### src/rtl/fifo_rd_arb_if.sv
// Read-side bundle between one non-show-ahead FIFO, the arbiter and two consumers.
// master = arbiter, slave = FIFO/consumer environment.
interface fifo_rd_arb_if #(
  parameter int DATA_W = 8
);
  logic [DATA_W-1:0] fifo_q;
  logic              rdempty;
  logic              rdreq;
  logic [1:0]        req;
  logic [1:0]        rdy;
  logic [1:0]        gnt;
  logic [DATA_W-1:0] dout;
  logic [1:0]        dout_vld;
  logic              busy;

  modport master (
    input  fifo_q, rdempty, req, rdy,
    output rdreq, gnt, dout, dout_vld, busy
  );

  modport slave (
    output fifo_q, rdempty, req, rdy,
    input  rdreq, gnt, dout, dout_vld, busy
  );
endinterface

### src/rtl/fifo_rd_arb.sv
// Round-robin burst arbiter sharing one FIFO read port between two consumers.
// Grants last at most BURST_LEN reads; a 1-cycle DRAIN lets the final word land.
module fifo_rd_arb #(
  parameter int DATA_W    = 8,
  parameter int BURST_LEN = 16,
  parameter int CNT_W     = 5
) (
  input  logic          clk,
  input  logic          rst_n,
  fifo_rd_arb_if.master bus
);
  typedef enum logic [1:0] {IDLE, BURST, DRAIN} state_t;

  localparam logic [CNT_W-1:0] CNT_MAX  = CNT_W'(BURST_LEN);
  localparam logic [CNT_W-1:0] CNT_LAST = CNT_W'(BURST_LEN - 1);

  state_t            state_q, state_d;
  logic              sel_q, sel_d;
  logic              last_q, last_d;
  logic [CNT_W-1:0]  cnt_q, cnt_d;
  logic [1:0]        gnt_q, gnt_d;
  logic [1:0]        vld_q, vld_d;
  logic              rdreq_w;
  logic [DATA_W-1:0] dout_w;

  // Decoded from state so it drops the same cycle a reset forces IDLE.
  assign rdreq_w = (state_q == BURST) && bus.req[sel_q] && bus.rdy[sel_q] &&
                   !bus.rdempty && (cnt_q < CNT_MAX);

  always_comb begin
    state_d = state_q;
    sel_d   = sel_q;
    last_d  = last_q;
    cnt_d   = cnt_q;
    gnt_d   = gnt_q;
    vld_d   = {rdreq_w && sel_q, rdreq_w && !sel_q};
    case (state_q)
      IDLE: begin
        if (!bus.rdempty && (bus.req != 2'b00)) begin
          sel_d   = (bus.req == 2'b11) ? ~last_q : bus.req[1];
          gnt_d   = sel_d ? 2'b10 : 2'b01;
          cnt_d   = '0;
          state_d = BURST;
        end
      end
      BURST: begin
        if (rdreq_w) cnt_d = cnt_q + 1'b1;
        if ((rdreq_w && (cnt_q == CNT_LAST)) || !bus.req[sel_q] || bus.rdempty)
          state_d = DRAIN;
      end
      DRAIN: begin
        state_d = IDLE;
        gnt_d   = 2'b00;
        last_d  = sel_q;
      end
      default: begin
        state_d = IDLE;
        gnt_d   = 2'b00;
      end
    endcase
  end

  always_ff @(posedge clk) begin
    if (!rst_n) begin
      state_q <= IDLE;
      sel_q   <= 1'b0;
      last_q  <= 1'b1;
      cnt_q   <= '0;
      gnt_q   <= 2'b00;
      vld_q   <= 2'b00;
    end else begin
      state_q <= state_d;
      sel_q   <= sel_d;
      last_q  <= last_d;
      cnt_q   <= cnt_d;
      gnt_q   <= gnt_d;
      vld_q   <= vld_d;
    end
  end

  assign dout_w       = bus.fifo_q;
  assign bus.dout     = dout_w;
  assign bus.rdreq    = rdreq_w;
  assign bus.gnt      = gnt_q;
  assign bus.dout_vld = vld_q;
  assign bus.busy     = (state_q != IDLE);
endmodule

### src/flat_wrapper.sv
// flat-port wrapper written by rule: the top's interface ports become plain ports
module fifo_rd_arb_flat 
#(
  parameter int DATA_W    = 8,
  parameter int BURST_LEN = 16,
  parameter int CNT_W     = 5
)
  (clk, rst_n, bus_fifo_q, bus_rdempty, bus_req, bus_rdy, bus_rdreq, bus_gnt, bus_dout, bus_dout_vld, bus_busy);
  fifo_rd_arb_if #(.DATA_W(DATA_W)) bus_i ();
  input  logic clk;
  input  logic rst_n;
  input wire logic [$bits(bus_i.fifo_q)-1:0] bus_fifo_q;
  input wire logic [$bits(bus_i.rdempty)-1:0] bus_rdempty;
  input wire logic [$bits(bus_i.req)-1:0] bus_req;
  input wire logic [$bits(bus_i.rdy)-1:0] bus_rdy;
  output wire logic [$bits(bus_i.rdreq)-1:0] bus_rdreq;
  output wire logic [$bits(bus_i.gnt)-1:0] bus_gnt;
  output wire logic [$bits(bus_i.dout)-1:0] bus_dout;
  output wire logic [$bits(bus_i.dout_vld)-1:0] bus_dout_vld;
  output wire logic [$bits(bus_i.busy)-1:0] bus_busy;
  assign bus_i.fifo_q = bus_fifo_q;
  assign bus_i.rdempty = bus_rdempty;
  assign bus_i.req = bus_req;
  assign bus_i.rdy = bus_rdy;
  assign bus_rdreq = bus_i.rdreq;
  assign bus_gnt = bus_i.gnt;
  assign bus_dout = bus_i.dout;
  assign bus_dout_vld = bus_i.dout_vld;
  assign bus_busy = bus_i.busy;
  fifo_rd_arb #(.DATA_W(DATA_W), .BURST_LEN(BURST_LEN), .CNT_W(CNT_W)) u_core (.clk(clk), .rst_n(rst_n), .bus(bus_i));
endmodule
### config.mk
export PLATFORM = sky130hd
export DESIGN_NAME = fifo_rd_arb_flat
export DESIGN_NICKNAME = d
export VERILOG_FILES = /design/src/rtl/fifo_rd_arb_if.sv /design/src/rtl/fifo_rd_arb.sv /design/src/flat_wrapper.sv
export SDC_FILE = /design/constraint.sdc
export NUM_CORES = 1
export LEC_CHECK = 0
export BUFFER_PORTS_ARGS = -buffer_cell sky130_fd_sc_hd__buf_2
export CAP_MARGIN = 20
export CORE_MARGIN = 2
export CORE_UTILIZATION = 53
export CTS_BUF_LIST = sky130_fd_sc_hd__clkbuf_4
export CTS_CLUSTER_DIAMETER = 150
export CTS_CLUSTER_SIZE = 30
export DETAILED_ROUTE_END_ITERATION = 12
export PLACE_DENSITY = 0.95
export SLEW_MARGIN = 20
export SYNTH_ARGS = -nofsm -noshare
export SYNTH_HDL_FRONTEND = slang
export SYNTH_SLANG_ARGS = --single-unit
### constraint.sdc
create_clock -name clk -period 2.8 [get_ports clk]
set_input_delay 0.56 -clock clk [delete_from_list [all_inputs] [get_ports clk]]
set_output_delay 0.56 -clock clk [all_outputs]
set_load 0.005 [all_outputs]
==> flow_summary.toml, run 1 <==
[route]
drtPass1Iterations = 7
wire_per_inst_um = 14.7
ant_nets = 0
drc = 0
wl_met3_um = 147
dr_wl_met2_um = 671
via_per_inst = 6.30
vias = 643
routed_wl_um = 1500
drt_iter0_drc = 19
highest-signal-layer = "met4"
met1_length_um = 668

[clocking]
cts.sinks = 13
cts_max_level = 1
postCtsSetupRepairBufs = 0
cts.clk_slew.worst_paths_ps = 80
clockBufferDepth = 2
clk_latency_ps = 280
cts_made_buffers = 3
ctsResizeCount = 0
holdBufCountCts = 0
cts_root_buf = "clkbuf_4"
cts_tree = "yes"

[synthesis]
synth-edff-count = 0
syn_area_um2 = 764
syn_inst = 83
yosysUniqueCellTypes = 33
synth.top_cell.area_share_pct = 34.0
synth_area_leaders = "dfxtp_1, mux2i_1, o311ai_0, buf_4, ha_1"
yosys_warnings = 0
seq_area_frac_synth_pct = 34.0
syn_nets = 100
synth_seq_cells = 13
synth_top_area_cell = "dfxtp_1"
async_flop_share_pct = 0
ys.flop_type = "dfxtp_1"
avgSynthCellArea_um2 = 9.21

[floorplan]
coreArea_um2 = 1320
start_util_pct = 58.0
rows = 13
ios = 29
die_area_um2 = 1760
die_x_um = 42.0
die-height_um = 42.0

[power]
seq_power_share_pct = 53.0
pwr-share-comb_pct = 12.3
intPower_uw = 275
leakagePower_nw = 0.337
clockPowerShare_pct = 34.7
powerDensity_nw_per_um2 = 467
swShare_pct = 26.2
vdd_ir_drop_max_uv = 342
p_sw_uw = 97.9

[global_routing]
overflow = 0
grt_pass1_wl_um = 2380
grt_max_degree = 19
grt_pass1_vias = 562
grtUsageTotal_pct = 17.7
antenna_found_initial = 0

[cells_and_area]
area_delta_synth_final_pct = 4.42
n_fill_cell = 113
final_util_pct = 60.6
final_nets = 105
final_cell_mix = "dfxtp_1, buf_2, mux2i_1, o311ai_0, inv_1"
antenna_cells = 0
final_common_cell = "dfxtp_1"
drive_gt1_share_pct = 25.3

[timing]
min_period_ps = 2370
timing.final.crit_share_pct = 84.6
skew_ps = 2.49
maxSlewHeadroom_pct = 47.7
setup_tns_ps = 0
finalHoldViolations = 0
grt_setup_unrepaired = "false"
fmax_mhz = 422
setup_viol = 0
final_max_slew_viol_count = 0
tightest_slew_ps = 781

[place]
io_buffers = 12
dp_hpwl_um = 1030
place_congestion = 0.844

[critical_path]
required_ps = 2240
path_class = "flop to output pin"
arrival_ps = 1810
r2r_slack_ps = 1110
path_max_fanout = 18
critical_path.startpoint_type = "flop"
end_kind = "output pin"

[hold_path]
hold_path_class = "flop to flop"

[flow_run]
drv_cap = 0

[run_status]
status = "completed"
[cell type report]
cell class | count | area (um^2) | share of cell area [%]
Inverter | 6 | 22.5 | 2.82
Sequential cell | 13 | 260 | 32.6
Timing Repair Buffer | 12 | 60.1 | 7.52
Clock buffer | 4 | 30.0 | 3.76
Tap cell | 15 | 18.8 | 2.35
Multi-Input combinational cell | 52 | 407 | 50.9
[cell usage after synthesis, types with 2 or more instances]
master / instances
clkbuf_1: 4
nor3_1: 2
o311ai_0: 7
ha_1: 2
nor4_1: 2
inv_1: 5
nand3_1: 2
and3_1: 2
o311ai_1: 2
nor2_1: 4
or2_2: 2
dfxtp_1: 13
mux2i_1: 7
buf_4: 8
nand2_1: 2
o211a_1: 2
[power groups by stage]
| stage | Clock [mW] | Combinational [mW] | Sequential, mW |
|---|---|---|---|
| floorplan | 0 | 0.0412 | 0.199 |
| global placement | 0 | 0.0433 | 0.202 |
| detailed placement | 0 | 0.0449 | 0.202 |
| CTS | 0.130 | 0.0450 | 0.198 |
| global route | 0.140 | 0.0506 | 0.199 |
| finish | 0.130 | 0.0457 | 0.198 |
[through the flow]
step           setup slack (ps)  hold WS (ps)  cell area [um^2]  std cells  power, mW
2_1_floorplan               744           445               764         83      0.241
3_3_place_gp                494           463               768         98      0.245
3_5_place_dp                480           469               768         98      0.247
4_1_cts                     445           484               798        102      0.373
5_1_grt                     364           522               798        102      0.389
6_report                    431           484               798        102      0.373
[worst paths after layout]
kind / startpoint / endpoint / cells past startpoint
max: u_core.state_q[1] / bus_rdreq / 4
min: u_core.bus.gnt[1] / u_core.bus.gnt[1] / 2
max reg2reg: u_core.state_q[1] / u_core.cnt_q[3] / 3
min reg2reg: u_core.bus.gnt[1] / u_core.bus.gnt[1] / 2
[critical path: stages (launching register included)]
cell	delay [ps]
dfxtp_1	480
or2b_4	330
or4_4	500
inv_2	110
buf_2	120
[flip-flops by register name, summed over array words and instances (netlist names)]
| register | count |
|---|---|
| u_core.bus.dout_vld | 2 |
| u_core.bus.gnt | 2 |
| u_core.cnt_q | 5 |
| u_core.last_q | 1 |
| u_core.sel_q | 1 |
| u_core.state_q | 2 |
[cell families (layout without fill, tap and decap cells)]
| kind of cell | count (synthesis) | after routing | synth area share [%] |
|---|---|---|---|
| AOI/OAI and AO/OA | 17 | 17 | 19.5 |
| DFF | 13 | 13 | 34.0 |
| and+or+nand+nor | 26 | 26 | 21.3 |
| muxes | 7 | 7 | 9.17 |
| buffers and inverters | 18 | 22 | 12.8 |
| adders and majority gates | 2 | 2 | 3.27 |
[layer usage]
metal / vias up / global-route usage (%)
li1: 314 / -
met5: - / 0
met3: 6 / 6.03
met1: 290 / 22.7
met4: 0 / 5.16
met2: 33 / 28.1
No activity file was read; power rests on OpenSTA's default activity.
==> run 2, diff against run 1 <==
--- a/config.mk
+++ b/config.mk
@@ -8,12 +8,12 @@
 export BUFFER_PORTS_ARGS = -buffer_cell sky130_fd_sc_hd__buf_2
 export CAP_MARGIN = 20
 export CORE_MARGIN = 2
-export CORE_UTILIZATION = 53
+export CORE_UTILIZATION = 45
 export CTS_BUF_LIST = sky130_fd_sc_hd__clkbuf_4
 export CTS_CLUSTER_DIAMETER = 150
 export CTS_CLUSTER_SIZE = 30
 export DETAILED_ROUTE_END_ITERATION = 12
-export PLACE_DENSITY = 0.95
+export PLACE_DENSITY = 0.87
 export SLEW_MARGIN = 20
 export SYNTH_ARGS = -nofsm -noshare
 export SYNTH_HDL_FRONTEND = slang
==> constraint.sdc (replaced) <==
create_clock -name clk -period 2.1 [get_ports clk]
set_input_delay 0.42 -clock clk [delete_from_list [all_inputs] [get_ports clk]]
set_output_delay 0.42 -clock clk [all_outputs]
set_load 0.005 [all_outputs]
==> run 2 against run 1 <==
Against the previous run:
- cell area rose by 6.3%
- critical path type unchanged
- count of clock-buffer cells in the layout did not move
- sequential share of layout area fell by 0.89 points
- clock skew rose by 5.7 ps
- highest routed layer unchanged
- global-route usage rose by 1.7 points
- largest cell class unchanged
- cell count rose by 5.9%
- routed wire length rose by 20%
==> flow_summary.toml, run 2 (synthesized netlist as in run 1, its figures left out) <==
[clocking]
clockBufferDepth = 2
cts_max_level = 1
cts_root_buf = "clkbuf_4"
cts.sinks = 13
cts_tree = "yes"
cts.clk_slew.worst_paths_ps = 90
clk_latency_ps = 280
cts_made_buffers = 3

[power]
swShare_pct = 27.3
leakagePower_nw = 0.364
pwr-share-comb_pct = 15.0
seq_power_share_pct = 50.5
p_sw_uw = 139
vdd_ir_drop_max_uv = 430
clockPowerShare_pct = 34.5
powerDensity_nw_per_um2 = 601
intPower_uw = 371

[critical_path]
critPathMaxStageDelay_ps = 560
path_cells = "or2_4 > or4_4 > inv_2 > buf_2"
path_max_fanout = 4
required_ps = 1680
slowest_stage = "or4_4"
arrival_ps = 1630
critical_path.startpoint_type = "flop"
end_kind = "output pin"
path_class = "flop to output pin"

[route]
drc = 0
drt_iter0_drc = 21
routed_wl_um = 1800
ant_nets = 0
drtPass1Iterations = 5
via_per_inst = 6.64
wire_per_inst_um = 16.6
vias = 717

[cells_and_area]
regMostFlops = "u_core.cnt_q"
area_delta_synth_final_pct = 11.0
drive_gt1_share_pct = 32.6
n_fill_cell = 140
final_cell_mix = "buf_2, dfxtp_1, mux2i_1, o311ai_0"
final_common_cell = "buf_2"
largest_reg_flops = 5
final_nets = 110
antenna_cells = 0

[place]
place_ws_ps = 90.1
place_congestion = 0.914
io_buffers = 12
dp_hpwl_um = 1220

[run_status]
status = "completed"

[timing]
fmax_mhz = 488
grt_setup_unrepaired = "false"
maxSlewHeadroom_pct = 71.9
setup_viol = 0
whs_ps = 408
finalHoldViolations = 0
setup_ws_ps = 49.5
tightest_slew_ps = 409
final_max_slew_viol_count = 0
min_period_ps = 2050
setup_tns_ps = 0
skew_ps = 8.23
timing.final.crit_share_pct = 97.6

[global_routing]
grt_max_degree = 18
grtUsageTotal_pct = 19.4
grt_pass1_vias = 606
antenna_found_initial = 0
grt_pass1_wl_um = 2790
overflow = 0

[floorplan]
rows = 14
ios = 29
die_x_um = 45.2
die_area_um2 = 2040
start_util_pct = 49.6
coreArea_um2 = 1540
die-height_um = 45.2

[flow_run]
drv_cap = 0

[hold_path]
hold_path_class = "input pin to flop"
-- run 2: final cells by class --
cell class	instances	area, um^2	area share, %
Multi-Input combinational cell	52	409	48.2
Sequential cell	13	269	31.7
Timing Repair Buffer	17	97.6	11.5
Inverter	6	22.5	2.65
Tap cell	16	20.0	2.36
Clock buffer	4	30.0	3.54
-- run 2: timing repair --
action	in CTS	in global routing
buffers inserted	1	1
hold buffers	0	0
gates resized for setup	3	3
pin swaps	1	1
setup endpoints to repair	1	1
-- run 2: power by group through the flow --
stage / combinational, mW / sequential, mW / clock [mW]
floorplan: 0.0550 / 0.266 / 0
global placement: 0.0650 / 0.266 / 0
detailed placement: 0.0678 / 0.266 / 0
CTS: 0.0722 / 0.258 / 0.181
global route: 0.0817 / 0.258 / 0.189
finish: 0.0765 / 0.257 / 0.176
-- run 2: metrics by stage --
| stage | util (%) | instance area [um^2] | power, mW | instances |
|---|---|---|---|---|
| after CTS | 54.1 | 835 | 0.512 | 107 |
| after global routing | 55.0 | 848 | 0.529 | 108 |
| final | 55.0 | 848 | 0.510 | 108 |
| after detailed placement | 51.4 | 792 | 0.334 | 102 |
| after global placement | 51.4 | 792 | 0.331 | 102 |
| after floorplan | - | 764 | 0.321 | 83 |
-- run 2: path summary, 6_finish.rpt --
kind	slack (ps)	to	start	depth (start not counted)
worst max-delay path	50	bus_rdreq	u_core.cnt_q[4]	4
worst min register to register	500	u_core.last_q	u_core.last_q	2
worst max register to register	400	u_core.cnt_q[4]	u_core.cnt_q[4]	4
worst min-delay path	410	u_core.last_q	rst_n	2
-- run 2: layer usage --
metal | part of all wire, % | up-vias | GRT usage (%)
met5 | 0 | - | 0
met4 | 3.2 | 0 | 11.8
met3 | 7.7 | 17 | 5.20
met2 | 50 | 39 | 30.6
met1 | 39 | 334 | 23.4
li1 | - | 327 | -
-- run 2: critical path, delay by kind of cell (launching register included) --
family                 cells  cell delay, ps
and+or+nand+nor            2             820
DFF                        1             360
buffers and inverters      2             170
